**config.mk**
```make
export PLATFORM = sky130hd
export DESIGN_NAME = seq_signed_multiplier_flat
export DESIGN_NICKNAME = d
export VERILOG_FILES = /design/src/rtl/seq_signed_multiplier_if.sv /design/src/rtl/seq_signed_multiplier.sv /design/src/flat_wrapper.sv
export SDC_FILE = /design/constraint.sdc
export NUM_CORES = 1
export LEC_CHECK = 0
export ABC_AREA = 1
export CAP_MARGIN = 20
export CELL_PAD_IN_SITES_DETAIL_PLACEMENT = 0
export CELL_PAD_IN_SITES_GLOBAL_PLACEMENT = 2
export CORE_AREA = 2 2 113 115
export DETAILED_ROUTE_END_ITERATION = 6
export DIE_AREA = 0 0 115 117
export GPL_ROUTABILITY_DRIVEN = 0
export PLACE_DENSITY = 0.74
export SLEW_MARGIN = 20
export SYNTH_ARGS = -nofsm -noshare
export SYNTH_HDL_FRONTEND = slang
export SYNTH_SLANG_ARGS = --single-unit
```
**constraint.sdc**
```tcl
create_clock -name clk -period 3.31 [get_ports clk]
set_clock_uncertainty 0.1 [all_clocks]
set_input_delay 0.662 -clock clk [delete_from_list [all_inputs] [get_ports clk]]
set_output_delay 0.662 -clock clk [all_outputs]
set_load 0.005 [all_outputs]
```
**src/rtl/seq_signed_multiplier_if.sv**
```systemverilog
`default_nettype none
// ============================================================================
// Module      : seq_signed_multiplier_if
// Description : Start/done handshake bundle for the iterative multiplier.
//               master : requester (drives start, tc, a, b; sees busy, done,
//                        product)
//               slave  : multiplier (the reverse)
// Revision    : 1.0 - initial release
// ============================================================================
interface seq_signed_multiplier_if #(
  parameter int WIDTH = 8
);
  logic               start;
  logic               tc;
  logic [WIDTH-1:0]   a;
  logic [WIDTH-1:0]   b;
  logic               busy;
  logic               done;
  logic [2*WIDTH-1:0] product;

  modport master (
    output start, tc, a, b,
    input  busy, done, product
  );

  modport slave (
    input  start, tc, a, b,
    output busy, done, product
  );
endinterface
`default_nettype wire

```
**src/rtl/seq_signed_multiplier.sv**
```systemverilog
`default_nettype none
// ============================================================================
// Module      : seq_signed_multiplier
// Description : Iterative shift-add WIDTH x WIDTH multiplier with a 2*WIDTH
//               result. Signed mode works on operand magnitudes and applies
//               the sign to the final product.
// Ports       : clk    - rising-edge clock
//               reset  - synchronous active-high reset
//               bus    - slave side of seq_signed_multiplier_if
//                        (start/tc/a/b in; busy/done/product out)
// Revision    : 1.0 - initial release
// ============================================================================
module seq_signed_multiplier #(
  parameter int WIDTH = 8
) (
  input  logic                    clk,
  input  logic                    reset,
  seq_signed_multiplier_if.slave  bus
);

  localparam int CW = $clog2(WIDTH);

  typedef enum logic [1:0] {
    IDLE = 2'd0,
    CALC = 2'd1,
    DONE = 2'd2
  } state_t;

  state_t             state;
  state_t             state_next;

  logic [WIDTH-1:0]   mcand;
  logic [WIDTH-1:0]   mplier;
  logic [2*WIDTH-1:0] acc;
  logic [2*WIDTH-1:0] acc_step;
  logic [WIDTH:0]     upper_sum;
  logic [CW-1:0]      count;
  logic               neg_flag;
  logic [2*WIDTH-1:0] product_r;
  logic               accept;
  logic               last;

  // New requests are only taken when nothing is in flight.
  assign accept = bus.start && ((state == IDLE) || (state == DONE));
  assign last   = (count == CW'(WIDTH - 1));

  // --------------------------------------------------------------------------
  // FSM
  // --------------------------------------------------------------------------
  always_ff @(posedge clk) begin
    if (reset) begin
      state <= IDLE;
    end else begin
      state <= state_next;
    end
  end

  always_comb begin
    state_next = state;
    case (state)
      IDLE:    if (bus.start) state_next = CALC;
      CALC:    if (last)      state_next = DONE;
      DONE:    state_next = bus.start ? CALC : IDLE;
      default: state_next = IDLE;
    endcase
  end

  // --------------------------------------------------------------------------
  // One shift-add step. The upper-half sum keeps its carry so the shifted
  // accumulator never loses the top bit.
  // --------------------------------------------------------------------------
  always_comb begin
    upper_sum = {1'b0, acc[2*WIDTH-1:WIDTH]} + (mplier[0] ? {1'b0, mcand} : '0);
    acc_step  = (2*WIDTH)'({upper_sum, acc[WIDTH-1:0]} >> 1);
  end

  // --------------------------------------------------------------------------
  // Datapath
  // --------------------------------------------------------------------------
  always_ff @(posedge clk) begin
    if (reset) begin
      mcand     <= '0;
      mplier    <= '0;
      acc       <= '0;
      count     <= '0;
      neg_flag  <= 1'b0;
      product_r <= '0;
    end else if (accept) begin
      // Magnitude of -2^(WIDTH-1) is 2^(WIDTH-1), which fits unsigned.
      mcand    <= (bus.tc && bus.a[WIDTH-1]) ? ('0 - bus.a) : bus.a;
      mplier   <= (bus.tc && bus.b[WIDTH-1]) ? ('0 - bus.b) : bus.b;
      neg_flag <= bus.tc && (bus.a[WIDTH-1] ^ bus.b[WIDTH-1]);
      acc      <= '0;
      count    <= '0;
    end else if (state == CALC) begin
      acc    <= acc_step;
      mplier <= mplier >> 1;
      count  <= count + CW'(1);
      // Negating a zero magnitude yields zero, so no negative zero appears.
      if (last) begin
        product_r <= neg_flag ? ('0 - acc_step) : acc_step;
      end
    end
  end

  assign bus.busy    = (state == CALC);
  assign bus.done    = (state == DONE);
  assign bus.product = product_r;

endmodule
`default_nettype wire

```
**src/flat_wrapper.sv**
```systemverilog
// flat-port wrapper written by rule: the top's interface ports become plain ports
module seq_signed_multiplier_flat 
#(
  parameter int WIDTH = 8
)
  (clk, reset, bus_start, bus_tc, bus_a, bus_b, bus_busy, bus_done, bus_product);
  seq_signed_multiplier_if #(.WIDTH(WIDTH)) bus_i ();
  input  logic clk;
  input  logic reset;
  input wire logic [$bits(bus_i.start)-1:0] bus_start;
  input wire logic [$bits(bus_i.tc)-1:0] bus_tc;
  input wire logic [$bits(bus_i.a)-1:0] bus_a;
  input wire logic [$bits(bus_i.b)-1:0] bus_b;
  output wire logic [$bits(bus_i.busy)-1:0] bus_busy;
  output wire logic [$bits(bus_i.done)-1:0] bus_done;
  output wire logic [$bits(bus_i.product)-1:0] bus_product;
  assign bus_i.start = bus_start;
  assign bus_i.tc = bus_tc;
  assign bus_i.a = bus_a;
  assign bus_i.b = bus_b;
  assign bus_busy = bus_i.busy;
  assign bus_done = bus_i.done;
  assign bus_product = bus_i.product;
  seq_signed_multiplier #(.WIDTH(WIDTH)) u_core (.clk(clk), .reset(reset), .bus(bus_i));
endmodule
```
# [Word-level counts from Yosys, hierarchy flattened]
# Index checks and enable logic that the tools add are counted.
# Widths: inputs -> output; s select.
[word_totals] reg_bits=54 inputBits=20 out_inout_bits=18 elab_cells=39
[classes] addsub=5 eq_ne=5 muxes=10 n_bitwise=2 n_reduce_logical=10
[op_table] operator="$mux 8" n=5
[op_table] operator="$mux 16" n=1
[op_table] operator="$sub 1x16->16 const A" n=1
[op_table] operator="$sub 1x8->8 const A" n=2
[op_table] operator="$add 8x9->9" n=1
[op_table] operator="$pmux 2 s3" n=1
[op_table] operator="$logic_and 1x1->1" n=4
[op_table] operator="$mux 2" n=2
[op_table] operator="$add 3x1->3 const B" n=1
[op_table] operator="$eq 3x3->1 const B" n=1
[op_table] operator="$reduce_and 3->1" n=1
[op_table] operator="$eq 2x1->1 const B" n=1
[op_table] operator="$eq 2x2->1 const B" n=1
[op_table] operator="$logic_not 2->1" n=1
[op_table] operator="$ne 2x1->1 const B" n=1
[op_table] operator="$ne 2x2->1 const B" n=1
[op_table] operator="$reduce_and 2->1" n=1
[op_table] operator="$reduce_bool 2->1" n=1
[op_table] operator="$reduce_or 2->1" n=1
[op_table] operator="$logic_or 1x1->1" n=1
[op_table] operator="$mux 1" n=1
[op_table] operator="$not 1->1" n=1
[op_table] operator="$xor 1x1->1" n=1

# [Longest topological paths before layout]
# Gate-level depths: netlist (run 1).
[depth] depth_word=5 depth_mapped=18 mapped_depth_nobuf=17

# [Worst setup path after synthesis (run 1)]
# No wires, ideal clock.
[synth_path] path_type="reg2reg" startpoint="reg u_core.mplier[0]" endpoint="reg u_core.product_r[15], in the netlist u_core.bus.product[15]" setup_ps=122 arrival_ps=2147 t_required_ps=3088 slack_ps=941 path_stages_with_launch=13 n_path_buf=1 period_less_slack_ps=2369 cell_sequence="dfxtp_1 -> clkbuf_1 -> nand2_1 -> inv_1 -> ha_1 -> fa_1 -> or2_0 -> nor3_2 -> nand3_2 -> o21bai_1 -> nand3_1 -> nand2_1 -> a21oi_2"
[synth_via] elab_chain_len=4
[synth_rtl] element="from (decl)" line="seq_signed_multiplier.sv:33" text="logic [WIDTH-1:0] mplier;"
[synth_rtl] element="from (signal assigned)" line="seq_signed_multiplier.sv:91" text="mplier <= (bus.tc && bus.b[WIDTH-1]) ? ('0 - bus.b) : bus.b;"
[synth_rtl] element="from (signal assigned)" line="seq_signed_multiplier.sv:97" text="mplier <= mplier >> 1;"
[synth_rtl] element="$mux 8" line="seq_signed_multiplier.sv:73" text="upper_sum = {1'b0, acc[2*WIDTH-1:WIDTH]} + (mplier[0] ? {1'b0, mcand} : '0);"
[synth_rtl] element="$add 8x9->9" line="seq_signed_multiplier.sv:73"
[synth_rtl] element="named net u_core.upper_sum[1]" line="seq_signed_multiplier.sv:36" text="logic [WIDTH:0] upper_sum;"
[synth_rtl] element="$sub 1x16->16" line="seq_signed_multiplier.sv:101" text="product_r <= neg_flag ? ('0 - acc_step) : acc_step;"
[synth_rtl] element="$mux 16" line="seq_signed_multiplier.sv:101"
[synth_rtl] element="to (signal assigned)" line="seq_signed_multiplier.sv:101"
[synth_rtl] element="to (decl)" line="seq_signed_multiplier.sv:39" text="logic [2*WIDTH-1:0] product_r;"
# The timed path passes the listed nets, and every way through them passes these cells.
# A chain may end at the register's enable or synchronous reset.

# [Worst setup path in the final report (run 1)]
# Ends and elaborated chain as after synthesis.

==> results.cfg, run 1 <==
[pwr]
seqPwrFrac_pct = 43.6
p_switching_mw = 0.439
leakage_nw = 1.69
p_comb_share_pct = 18.6
vdd_drop_max_v = 0.000278
p_sw_share_pct = 27.4
p_int_mw = 1.17
power_density_nw_per_um2 = 433
power_frac_clock_pct = 37.8

[final_layout]
mostFrequentLayoutCell = nand2_1
fin_nets = 496
instances_no_fill = 613
drive_above_1_share_pct = 6.26
area_growth_pct = 22.9
mostFrequentLayoutCells = nand2_1 (100), inv_1 (58), dfxtp_1 (53), o21ai_0 (39), a21oi_1 (38)
antenna_cells = 0
post-route-util_pct = 30.1

[clocking]
numCtsBuffers = 5
clock-sinks = 53
hold_buffers = 0
ctsResizeCount = 0
clock_path_buffers = 2
clkTransAtPathRegs_ns = 0.07
htree_levels = 2
root_buffer = clkbuf_16
postCtsSetupBuffers = 0
cts_tree = yes
clk-insertion-delay-late_ns = 0.29

[routing]
routed_wl_mm = 7.30
drtAntennaViolNets = 0
post-route-drc-count = 0
drt_iter0_markers = 115
drt_first_pass_iters = 4
wl_per_cell_um = 11.9
viasPerCell = 4.51
vias = 2764

[place]
hpwl_mm = 5.63
placed_cells = 605
dp_slack_ns = 0.579
port_buffers = 37

[grt]
grt_usage_pct = 11.3
antenna_found_initial = 0
grt_pass1_wl_mm = 12.4
overflow = 0
grt_max_degree = 32
grt_pass1_vias = 2587

[synth]
ys_seq_area_share_pct = 35.2
synth_area_per_cell_um2 = 7.02
yosys_warnings = 0
syn_inst = 429
yosysUniqueCellTypes = 35
netlist_area_um2 = 3010
ys_seq_elements = 53
synth_fp_nets = 463

[floorplanning]
core_area_um2 = 12300
io_pins = 38
die_area_um2 = 13500
rows = 41
start_util_pct = 24.5
die_w_um = 115
die_height_um = 117

[timing]
min_period_ns = 2.57
min_period_over_period_pct = 77.7
holdWs_ns = 0.361
setup-violations-final = 0
finalMaxSlewViolations = 0
worstMarginPinSlew_ns = 0.774
tns_ns = 0
relSlewSlack_pct = 48.3
hold_viol = 0
fin_ws_ns = 0.739
fmax_mhz = 389
rsz0062_at_grt = no

[hold_path]
hold_path.class = reg -> reg

[run]
timing.max_cap.violations = 0

[setup_path]
path_max_fanout = 9
required_ns = 3.36
worstPathCellList = nand2_1 > inv_1 > ha_1 > fa_1 > or2_0 > nor3_2 > nand3_2 > o21bai_1 > nand3_1 > nand2_1 > a21oi_2
crit_path_end_kind = flop
crit_top_cell = nand2_1
r2r_setup_slack_ns = 0.74
setup.worst_path.start_class = flop
crit_slowest_cell = dfxtp_1
worstPathArrival_ns = 2.62
cpPeakStageDelay_ns = 0.51
worstSetupPathType = reg -> reg

[run_status]
outcome = completed
[final timing paths]
path	startpoint	end	cells past startpoint
hold reg to reg	u_core.mcand[3]	u_core.mcand[3]	2
setup / recovery	u_core.mplier[0]	u_core.bus.product[15]	11
setup reg to reg	u_core.mplier[0]	u_core.bus.product[15]	11
hold / removal	u_core.mcand[3]	u_core.mcand[3]	2
[state kept, by name (all words and copies together) (netlist names)]
name                count
u_core.mcand            8
u_core.count            3
u_core.bus.product     16
u_core.neg_flag         1
u_core.mplier           8
u_core.acc             15
u_core.state            2
[final cells by class]
class	count	area (um^2)
flip-flops and latches	53	1060
multi-input cells	302	1670
well taps	150	188
clock buffers	7	143
repair buffers	39	385
inverters	61	229
clock inverters	1	30.0
fillers	1390	8610
[logic make-up after synthesis]
group / share of synthesized area [%]
flops: 35.2
compound gates: 19.6
fa+ha+maj: 6.07
buf+inv: 9.43
simple gates: 24.7
xor+xnor: 4.90
[critical path, delay by kind of cell, from the launching register on]
kind            cells  cell delay (ns)
compound gates      2             0.25
fa+ha+maj           2             0.65
buf+inv             1             0.06
flops               1             0.51
simple gates        6             0.87
[stage by stage]
step / total power [mW] / cell area (um^2)
after CTS: 1.63 / 3700
after global placement: 1.02 / 3530
final: 1.60 / 3700
after detailed placement: 1.02 / 3530
after global routing: 1.70 / 3700
after floorplan: 0.921 / 3010
[routing by layer]
layer	GRT usage, %	routed length [um]	share of wire (%)	vias to the layer above
met4	2.41	42	0.58	0
met2	18.4	3260	45	44
met3	2.11	241	3.3	4
li1	-	-	-	1474
met5	0	0	0	-
met1	15.8	3760	51	1242
[power by group through the flow]
stage	sequential, mW	clock (mW)	combinational, mW
after CTS	0.699	0.627	0.303
final	0.699	0.607	0.298
after global routing	0.704	0.658	0.342
after detailed placement	0.714	0	0.302
after floorplan	0.703	0	0.218
after global placement	0.714	0	0.301
[synthesized netlist by cell type (all sizes together)]
cell type	n	area (um^2)
fa	1	20.0
a21oi	39	199
nand2	106	413
a31oi	1	6.26
o221ai	4	35.0
nor3	6	35.0
ha	13	163
clkinv	1	3.75
o21bai	2	15.0
o21ai	39	195
inv	60	225
o21a	3	22.5
nand3b	1	7.51
o211ai	9	67.6
dfxtp	53	1060
xnor2	5	51.3
nand4	1	6.26
a32o	2	20.0
nor2	23	93.8
o31ai	4	30.0
clkbuf	7	26.3
or2	2	12.5
xor2	11	96.3
buf	6	28.8
and3	1	6.26
nand3	29	170
Note: power is estimated with default switching activity, not from simulation.
==> inputs of run 2 (changes only) <==
clock period = 2.45 ns   (was 3.31 ns; I/O delays follow)
==> run 2 against run 1 <==
Against the previous run:
- global-route usage rose by 0.28 points
- final cell count rose by 1.6%
- clock power rose by 21%
- largest power group unchanged
- largest cell class unchanged
==> results.cfg, run 2 (same netlist as run 1, synthesis figures left out) <==
[setup_path]
setup.worst_path.start_class = flop
cpPeakStageDelay_ns = 0.46
required_ns = 2.53
critPathTopFamily = simple AND/OR/NAND/NOR gates
worstPathCellList = nand2_1 > inv_1 > ha_1 > fa_2 > or2_0 > nor3_2 > nand3_2 > o21bai_1 > nand3_1 > nand2_1 > a21oi_2
crit_slowest_cell = fa_2
r2r_start = u_core.mplier[0]
path_max_fanout = 4
r2r_cells = 11
critical_path_buf_inv_count = 1
crit_top_cell = nand2_1
r2r_setup_slack_ns = 0.22
worst_r2r_endpoint = u_core.bus.product[15]
worstPathArrival_ns = 2.31
crit_path_end_kind = flop
worstSetupPathType = reg -> reg

[clocking]
root_buffer = clkbuf_16
numCtsBuffers = 5
htree_levels = 2
hold_buffers = 0
cts_tree = yes
clkTransAtPathRegs_ns = 0.07
clock_path_buffers = 2
clock-sinks = 53
clk-insertion-delay-late_ns = 0.29

[grt]
grt_pass1_wl_mm = 12.5
grt_max_degree = 31
grt_pass1_vias = 2630
overflow = 0
antenna_found_initial = 0
grt_usage_pct = 11.6

[pwr]
p_comb_share_pct = 20.8
power_frac_clock_pct = 34.8
seqPwrFrac_pct = 44.5
power_density_nw_per_um2 = 559
p_sw_share_pct = 30.2
p_switching_mw = 0.637
p_int_mw = 1.47
leakage_nw = 1.72
vdd_drop_max_v = 0.000236

[final_layout]
fin_nets = 506
area_growth_pct = 25.4
largest_reg_flops = 16
mostFrequentLayoutCells = nand2_1 (100), inv_1 (58), dfxtp_1 (52), o21ai_0 (39)
drive_above_1_share_pct = 9.09
instances_no_fill = 623
final_area_um2 = 3770
post-route-util_pct = 30.7
antenna_cells = 0
mostFrequentLayoutCell = nand2_1

[routing]
routed_wl_mm = 7.39
viasPerCell = 4.41
drt_first_pass_iters = 5
drt_iter0_markers = 118
post-route-drc-count = 0
drtAntennaViolNets = 0
wl_per_cell_um = 11.9
vias = 2750

[run_status]
outcome = completed

[hold_path]
hold-path-endpoint = u_core.mcand[6]
hold_path.class = reg -> reg
min_path_cells = 2
min_from = u_core.mcand[6]

[timing]
tns_ns = 0
setup-violations-final = 0
min_period_over_period_pct = 90.8
fmax_mhz = 449
rsz0062_at_grt = no
worstMarginPinSlew_ns = 0.411
relSlewSlack_pct = 72.5
min_period_ns = 2.23
hold_viol = 0
finalMaxSlewViolations = 0

[floorplanning]
die_area_um2 = 13500
io_pins = 38
start_util_pct = 24.5
rows = 41
core_area_um2 = 12300
die_height_um = 117
die_w_um = 115

[place]
hpwl_mm = 5.81
placed_cells = 614
post_dp_cell_area_um2 = 3610
port_buffers = 37

[run]
timing.max_cap.violations = 0
[run 2: worst max-delay path by stage]
stage | startpoint | end | slack (ns) | depth (start not counted)
after CTS | u_core.mplier[0] | u_core.bus.product[15] | 0.12 | 11
after floorplan | u_core.mplier[0] | u_core.bus.product[15] | 0.08 | 12
after global routing | u_core.mplier[0] | u_core.bus.product[15] | 0.008 | 11
after global placement | u_core.mplier[0] | u_core.bus.product[15] | 0.16 | 11
final | u_core.mplier[0] | u_core.bus.product[15] | 0.22 | 11
after detailed placement | u_core.mplier[0] | u_core.bus.product[15] | 0.13 | 11
[run 2: final cells by class]
type	instances	area (um^2)
multi-input combinational	302	1670
clock inverter	3	26.3
sequential	53	1060
inverter	61	229
clock buffer	5	125
fill	1379	8540
timing repair buffer	49	473
tap	150	188
[run 2: per-stage QoR]
stage / power [mW] / setup WS (ns) / hold WS (ns)
2_1_floorplan: 1.24 / 0.0808 / 0.328
3_3_place_gp: 1.39 / 0.164 / 0.347
3_5_place_dp: 1.39 / 0.135 / 0.350
4_1_cts: 2.14 / 0.118 / 0.368
5_1_grt: 2.24 / 0.00823 / 0.389
6_report: 2.11 / 0.224 / 0.363
[run 2: what timing repair did]
action / in CTS / in global routing
buffers inserted: 0 / 1
resized for setup: 0 / 3
setup endpoints to repair: 0 / 3
[run 2: metal layers]
metal	share of wire, %	GRT usage, %	wire length, um
met1	51	15.6	3770
met2	45	19.1	3310
met3	2.8	2.16	209
met4	1.3	3.29	99
met5	0	0	0
[run 2: power groups by stage]
| stage | clock [mW] | combinational [mW] | sequential, mW |
|---|---|---|---|
| finish | 0.734 | 0.438 | 0.938 |
| global route | 0.795 | 0.504 | 0.945 |
| CTS | 0.767 | 0.438 | 0.937 |
| detailed placement | 0 | 0.435 | 0.957 |
| global placement | 0 | 0.434 | 0.956 |
| floorplan | 0 | 0.294 | 0.949 |
[run 2: worst register-to-register path: stages, from the launching register on]
cell      delay, ns
dfxtp_2        0.36
nand2_1        0.06
inv_1          0.05
ha_1           0.17
fa_2           0.46
or2_0          0.23
nor3_2         0.17
nand3_2        0.11
o21bai_1       0.18
nand3_1        0.09
nand2_1        0.08
a21oi_2        0.05
==> inputs of run 3 (changes only) <==
CORE_AREA = 10 10 121 123   (was 2 2 113 115)
DIE_AREA = 0 0 131 133   (was 0 0 115 117)
SLEW_MARGIN = default   (was 20)
==> run 3 against run 2 <==
Against the previous run:
- core utilization increased by 0.075 points
- first-iteration DRC count decreased by 16%
- via count decreased by 1.6%
- register-to-register slack about the same
- power decreased by 1.7%
- non-clock buffer count decreased by 1
- routed wire length increased by 2.1%
- critical path depth unchanged
- combinational power about the same
- sequential power about the same
- clock power decreased by 4.8%
- global-route usage decreased by 2.7 points
- critical path type unchanged
- largest cell class unchanged
- largest power group unchanged
==> results.cfg, run 3 (same netlist as run 1, synthesis figures left out) <==
[run_status]
outcome = completed

[setup_path]
crit_top_cell = nand2_1
setup.worst_path.start_class = flop
r2r_setup_slack_ns = 0.22
worstPathArrival_ns = 2.31
crit_path_end_kind = flop
critPathLaunch = u_core.mplier[0]
crit_slowest_cell = fa_2
worstPathCellList = nand2_1 > inv_1 > ha_1 > fa_2 > or2_0 > nor3_2 > nand3_2 > o21bai_2 > nand3_1 > nand2_1 > a21oi_2
worstSetupPathType = reg -> reg
path_max_fanout = 4
r2r_start = u_core.mplier[0]
crit_cells = 11
r2r_cells = 11
required_ns = 2.52
worst_r2r_endpoint = u_core.bus.product[15]
cpPeakStageDelay_ns = 0.46
critPathTopFamily = simple AND/OR/NAND/NOR gates
crit_end = u_core.bus.product[15]
critical_path_buf_inv_count = 1

[place]
dp_slack_ns = 0.110
placed_cells = 636
post_dp_cell_area_um2 = 3650
port_buffers = 37
hpwl_mm = 5.93

[clocking]
clk-insertion-delay-late_ns = 0.28
cts_tree = yes
root_buffer = clkbuf_16
htree_levels = 2
numCtsBuffers = 5
postCtsSetupBuffers = 0
hold_buffers = 0
clock-sinks = 53
clock_path_buffers = 2
clkTransAtPathRegs_ns = 0.07

[grt]
grt_usage_pct = 8.89
grt_pass1_wl_mm = 13.0
overflow = 0
grt_pass1_vias = 2777
antenna_found_initial = 0
grt_max_degree = 31

[final_layout]
fin_nets = 505
post-route-util_pct = 30.7
drive_above_1_share_pct = 8.90
final_area_um2 = 3800
mostFrequentLayoutCells = nand2_1 (100), inv_1 (58), dfxtp_1 (53), o21ai_0 (39), a21oi_1 (38)
mostFrequentLayoutCell = nand2_1
area_growth_pct = 26.2
instances_no_fill = 644
antenna_cells = 0
largest_reg_flops = 16

[floorplanning]
core_area_um2 = 12400
die_area_um2 = 17400
io_pins = 38
die_height_um = 133
rows = 41
die_w_um = 131
start_util_pct = 24.3

[pwr]
seqPwrFrac_pct = 45.2
p_sw_share_pct = 29.6
p_int_mw = 1.46
p_comb_share_pct = 21.1
leakage_nw = 1.72
p_switching_mw = 0.615
vdd_drop_max_v = 0.000360
power_frac_clock_pct = 33.7
totalPowerFinal_mw = 2.07
power_density_nw_per_um2 = 546

[timing]
fin_ws_ns = 0.218
tns_ns = 0
min_period_ns = 2.23
worstMarginPinSlew_ns = 0.428
finalMaxSlewViolations = 0
relSlewSlack_pct = 71.4
setup-violations-final = 0
fmax_mhz = 448
hold_viol = 0
holdWs_ns = 0.362
rsz0062_at_grt = no
min_period_over_period_pct = 91.1

[routing]
wl_per_cell_um = 11.7
drt_first_pass_iters = 4
routed_wl_mm = 7.55
viasPerCell = 4.20
vias = 2707
drtAntennaViolNets = 0
drt_iter0_markers = 99
post-route-drc-count = 0

[run]
timing.max_cap.violations = 0

[hold_path]
hold_path.class = reg -> reg
min_from = u_core.mcand[3]
## run 3: tightest hold or removal path, stage by stage (launching register included)
cell	delay, ns
dfxtp_1	0.33
nand2_1	0.05
o31ai_1	0.05
## run 3: power groups by stage
| stage | registers, mW | clock network [mW] | logic [mW] |
|---|---|---|---|
| global placement | 0.956 | 0 | 0.440 |
| finish | 0.937 | 0.699 | 0.437 |
| detailed placement | 0.956 | 0 | 0.441 |
| CTS | 0.936 | 0.727 | 0.443 |
| global route | 0.943 | 0.752 | 0.503 |
| floorplan | 0.949 | 0 | 0.294 |
## run 3: cell type report
type / instances / area, um^2
fill: 1378 / 8560
clock inverter: 3 / 17.5
tap: 172 / 215
timing repair buffer: 48 / 478
sequential: 53 / 1060
inverter: 61 / 229
clock buffer: 5 / 125
multi-input combinational: 302 / 1670
## run 3: worst min-delay path by stage
| stage | endpoint | slack [ns] | cells after the start |
|---|---|---|---|
| after floorplan | u_core.mcand[0] | 0.33 | 2 |
| after global placement | u_core.mcand[3] | 0.34 | 2 |
| after detailed placement | u_core.mcand[3] | 0.35 | 2 |
| after CTS | u_core.mcand[3] | 0.37 | 2 |
| after global routing | u_core.mplier[5] | 0.38 | 2 |
| final | u_core.mcand[3] | 0.36 | 2 |
## run 3: repair_timing
item | CTS | global route
resized for setup | 0 | 3
endpoints found under the setup margin | 0 | 4
endpoints found under the hold margin | 0 | 0
## run 3: metal layers
metal  up-vias  track usage, %  wire, um  share of wire, %
met3         2            2.20       346               4.6
met5         -               0         0                 0
met4         0            1.42        24              0.32
li1       1491               -         -                 -
met2        41            14.1      3300                44
met1      1173            12.0      3870                51
